--- src/rtl/cs_pkg.sv ---
// cs_pkg: shared constants and the FIFO word type for the CS result path.
//   CS_DATA_W   - width of a CS averaging-stage result sample
//   CS_SEQ_W    - width of the wrapping sequence tag
//   cs_result_t - stored FIFO word {seq, data}
package cs_pkg;

   localparam int CS_DATA_W = 10;
   localparam int CS_SEQ_W  = 8;

   typedef struct packed {
      logic [CS_SEQ_W-1:0]  seq;
      logic [CS_DATA_W-1:0] data;
   } cs_result_t;

endpackage

--- src/rtl/cs_fifo_sync.sv ---
// cs_fifo_sync: generic synchronous first-word-fall-through FIFO.
// Ports:
//   clk, reset  - clock and synchronous active-high reset (flushes contents)
//   push, wdata - write request and word; caller must not push when full
//                 unless it pops in the same cycle
//   pop         - consume head entry; ignored when empty
//   rdata       - head entry, forced to 0 when empty
//   full, empty - status flags
//   level       - number of stored entries, 0..DEPTH
module cs_fifo_sync #(
   parameter int W     = 18,
   parameter int DEPTH = 8
) (
   input  logic                       clk,
   input  logic                       reset,
   input  logic                       push,
   input  logic [W-1:0]               wdata,
   input  logic                       pop,
   output logic [W-1:0]               rdata,
   output logic                       full,
   output logic                       empty,
   output logic [$clog2(DEPTH):0]     level
);

   localparam int PTR_W = $clog2(DEPTH);
   localparam int LVL_W = PTR_W + 1;

   logic [W-1:0]     mem [DEPTH];
   logic [PTR_W-1:0] wr_ptr;
   logic [PTR_W-1:0] rd_ptr;
   logic [LVL_W-1:0] count;
   logic             do_pop;

   assign empty  = (count == '0);
   assign full   = (count == LVL_W'(DEPTH));
   assign level  = count;
   assign do_pop = pop & ~empty;
   // Head is read straight from the storage registers; no path from wdata.
   assign rdata  = empty ? '0 : mem[rd_ptr];

   // Storage is not reset: contents are meaningless until counted in.
   always_ff @(posedge clk) begin
      if (!reset && push)
         mem[wr_ptr] <= wdata;
   end

   always_ff @(posedge clk) begin
      if (reset) begin
         wr_ptr <= '0;
         rd_ptr <= '0;
         count  <= '0;
      end else begin
         if (push)
            wr_ptr <= wr_ptr + PTR_W'(1);
         if (do_pop)
            rd_ptr <= rd_ptr + PTR_W'(1);
         if (push && !do_pop)
            count <= count + LVL_W'(1);
         else if (!push && do_pop)
            count <= count - LVL_W'(1);
      end
   end

endmodule

--- src/rtl/cs_result_fifo.sv ---
// cs_result_fifo: buffers CS result samples, tagging each with a wrapping
// sequence number, and releases them over a valid/ready handshake.
// Ports:
//   clk, reset          - clock and synchronous active-high reset
//   y_in, y_valid       - result stream from the CS stage (no backpressure)
//   out_data, out_seq   - head entry (0 when out_valid=0)
//   out_valid/out_ready - output handshake; pop = out_valid & out_ready
//   level               - stored entry count, 0..DEPTH
//   overflow, clr_ovf   - sticky drop flag and its clear (set wins)
//   peak                - largest y_in seen with y_valid since reset
module cs_result_fifo
   import cs_pkg::*;
#(
   parameter int DATA_W = CS_DATA_W,
   parameter int SEQ_W  = CS_SEQ_W,
   parameter int DEPTH  = 8
) (
   input  logic                   clk,
   input  logic                   reset,
   input  logic [DATA_W-1:0]      y_in,
   input  logic                   y_valid,
   output logic [DATA_W-1:0]      out_data,
   output logic [SEQ_W-1:0]       out_seq,
   output logic                   out_valid,
   input  logic                   out_ready,
   output logic [$clog2(DEPTH):0] level,
   output logic                   overflow,
   input  logic                   clr_ovf,
   output logic [DATA_W-1:0]      peak
);

   cs_result_t       wr_word;
   cs_result_t       head;
   logic [SEQ_W-1:0] seq;
   logic             full;
   logic             empty;
   logic             pop;
   logic             accept;
   logic             drop;

   assign out_valid = ~empty;
   assign pop       = out_valid & out_ready;
   // A full FIFO still takes a sample when the head leaves in the same cycle.
   assign accept    = y_valid & (~full | pop);
   assign drop      = y_valid & full & ~pop;

   assign wr_word.seq  = seq;
   assign wr_word.data = y_in;
   assign out_data     = head.data;
   assign out_seq      = head.seq;

   cs_fifo_sync #(
      .W     ($bits(cs_result_t)),
      .DEPTH (DEPTH)
   ) u_fifo (
      .clk   (clk),
      .reset (reset),
      .push  (accept),
      .wdata (wr_word),
      .pop   (pop),
      .rdata (head),
      .full  (full),
      .empty (empty),
      .level (level)
   );

   // seq advances on dropped samples too, so gaps in out_seq mark losses.
   always_ff @(posedge clk) begin
      if (reset) begin
         seq      <= '0;
         overflow <= 1'b0;
         peak     <= '0;
      end else begin
         if (y_valid)
            seq <= seq + SEQ_W'(1);
         if (drop)
            overflow <= 1'b1;
         else if (clr_ovf)
            overflow <= 1'b0;
         if (y_valid && (y_in > peak))
            peak <= y_in;
      end
   end

endmodule

--- config.mk ---
export PLATFORM = sky130hd
export DESIGN_NAME = cs_result_fifo
export DESIGN_NICKNAME = d
export VERILOG_FILES = /design/src/rtl/cs_pkg.sv /design/src/rtl/cs_fifo_sync.sv /design/src/rtl/cs_result_fifo.sv
export SDC_FILE = /design/constraint.sdc
export NUM_CORES = 1
export LEC_CHECK = 0
export BUFFER_PORTS_ARGS = -buffer_cell sky130_fd_sc_hd__buf_2
export CAP_MARGIN = 20
export CORE_MARGIN = 5
export CORE_UTILIZATION = 60
export DETAILED_ROUTE_END_ITERATION = 6
export GPL_ROUTABILITY_DRIVEN = 0
export HOLD_SLACK_MARGIN = 0.15
export PLACE_DENSITY = 0.79
export SLEW_MARGIN = 20
export SYNTH_ARGS = -nofsm -noshare
export SYNTH_HDL_FRONTEND = slang
export SYNTH_SLANG_ARGS = --single-unit
export TNS_END_PERCENT = 1
--- constraint.sdc ---
create_clock -name clk -period 4.3 [get_ports clk]
set_input_delay 0 -clock clk [delete_from_list [all_inputs] [get_ports clk]]
set_output_delay 0 -clock clk [all_outputs]
set_load 0.02 [all_outputs]
==> results.cfg <==
[placed_design]
place_hpwl_mm = 8.672
dpl_cell_area_um2 = 7625
dp.cells = 608
io_buffers = 48
place_ws_ns = 1.637

[power]
power_density_nw_per_um2 = 558.2
clkPwrFrac = 0.329
switchingPower_uw = 1340
sw_frac_of_total = 0.2868
pwr-share-comb = 0.232
p_int_uw = 3333
leakage_uw = 0.002879
ir_drop_mv = 0.4182
seq_power_share = 0.439

[die]
fp.dieH_um = 119.5
start_util = 0.6065
dieArea_um2 = 14280
io_pins = 49
rows = 40
dieWidth_um = 119.5
core_um2 = 11860

[timing]
hold-worst-slack_ns = 0.4478
worst_slew_pin_slew_ns = 1.116
finalCriticalPeriod_ns = 2.678
drv_slew = 0
fmax_mhz = 373.4
fin_skew_ns = 0.009186
finalCritPeriodShare = 0.6227
finalHoldViolCount = 0
grt_setup_unrepaired = no
setup_viol = 0
finalSetupTns_ns = 0
setup_ws_ns = 1.622
slew_headroom = 0.2547

[clock_tree]
clk_pin_slew_ns = 0.07
cts_tree = yes
clock_latency_ns = 0.42
clockBufferDepth = 2
cts_buffers = 17
cts_root_buf = clkbuf_16
clock_sinks = 176
htree_levels = 4
cts_setup_buffers = 0

[synthesis]
ys.flop_type = edfxtp_1
yosysTopAreaCell = edfxtp_1
ys_ff_latch = 176
syn_avg_cell_area_um2 = 17.17
synth_seq_area_share = 0.6901
synth_top_area_share = 0.6010
synth_warnings = 0
syn_inst = 419
syn_nets = 451
syn_area_um2 = 7194
yosys.cell_types.count = 37
async_reset_ff_frac = 0
synth-edff-count = 144
yosys-top-cells-area = edfxtp_1 (60%), mux4_2 (11%), dfxtp_1 (8.9%)

[routing]
drt_pre_antenna_iters = 5
vias = 3951
wl_mm = 14.02
drc = 0
drtAntennaViolNets = 0
wl_per_cell_um = 21.40
vias_per_cell = 6.032
dr.first_iter.drc_count = 367

[grt]
grt_max_degree = 46
grt_usage = 0.2095
antenna_found_initial = 0
grt_pass1_vias = 4058
grt_pass1_wl_mm = 22.27
grt_overflow = 0

[run]
maxCapViolCount = 0

[setup_path]
worstPathMaxFanout = 19
worstSetupStartpointType = flip-flop
crit_type = flip-flop to flip-flop
cp.arrival_ns = 3.02
cp-end-kind = flip-flop
cp.required_ns = 4.64

[layout]
final_common_cell = edfxtp_1
area_growth_pct = 16.35
design_area_um2 = 8371
nets = 527
fin_cells = 655
final_layout_size_suffix_gt1_frac = 0.2677
antenna_cells = 0
layout_common_cells = edfxtp_1 (144), buf_2 (48), nor2_1 (39)

[min_path]
hold_path.class = input pin to flip-flop

[outcome]
status = finished clean
final cells by class:
class	count	area [µm²]
tap	147	183.9
multi-input combinational	209	2081
timing repair buffer	76	488.0
inverter	15	56.30
clock inverter	14	166.4
clock buffer	18	429.2
sequential	176	4966
fill	698	3491
cell families (layout without fill, tap and decap cells):
| group | Yosys count | in the layout | synth area share |
|---|---|---|---|
| simple gates | 93 | 93 | 0.06644 |
| compound gates | 20 | 20 | 0.01757 |
| mux | 67 | 67 | 0.1558 |
| buf+inv | 34 | 123 | 0.02382 |
| flops | 176 | 176 | 0.6901 |
| xor+xnor | 12 | 12 | 0.01565 |
| fa+ha+maj | 17 | 17 | 0.03061 |
metrics by stage:
stage	total power, µW	util
2_1_floorplan	2881	-
3_3_place_gp	3148	0.6428
3_5_place_dp	3171	0.6428
4_1_cts	4713	0.7057
5_1_grt	4886	0.7057
6_report	4673	0.7057
worst paths after layout:
path                    start                to  slack (ns)  cells past startpoint
max           u_fifo.level[3]   u_fifo.level[3]        1.62                     12
min                   y_in[5]  u_fifo.mem[7][5]        0.45                      2
max reg2reg   u_fifo.level[3]   u_fifo.level[3]        1.62                     12
min reg2reg  u_fifo.rd_ptr[1]         flip-flop        0.49                      2
flip-flops by register name (all words and copies together) (netlist names), named ones only:
signal and cells:
u_fifo.mem 144, peak 10, seq 8, u_fifo.level 4, u_fifo.rd_ptr 3, u_fifo.wr_ptr 3
overflow 1
synthesized netlist by cell type (2+ instances only):
master and count:
clkbuf_1 6, o21ai_0 4, mux2i_1 31, or3_1 3, nor3_1 4, dfxtp_1 32
nand4_1 6, a21o_1 2, a21oi_1 9, nor4_1 2, nand2b_1 23, xnor2_1 3
inv_1 14, buf_6 4, edfxtp_1 144, nand2_1 7, buf_2 7, ha_1 16
nand3_1 4, mux4_2 36, xor2_1 8, nor2_1 39
power groups by stage:
stage / registers [µW] / clock network [µW] / logic (µW)
final: 2050 / 1540 / 1080
after floorplan: 2020 / 0 / 859
after detailed placement: 2090 / 0 / 1080
after global routing: 2080 / 1630 / 1180
after CTS: 2060 / 1550 / 1100
after global placement: 2090 / 0 / 1060
what timing repair did:
action                                 in CTS  in global routing
resized for setup                           0                  0
hold buffers                               15                  0
endpoints found under the hold margin     112                  0
layer usage:
layer,track usage,wire length [µm]
met1,0.2881,5993
met2,0.3418,6972
met3,0.04995,873
met4,0.05655,177
met5,0,0
critical path: stages, from the launching register on:
cell and delay, ns:
dfxtp_1 0.38, nor4_4 0.29, buf_4 0.32, inv_2 0.11, nand2_4 0.10, ha_1 0.18
inv_1 0.10, ha_1 0.27, a21o_1 0.19, a21oi_2 0.14, xnor2_1 0.08, or3_1 0.30
a21oi_1 0.14
Note: power is estimated with default switching activity, not from simulation.
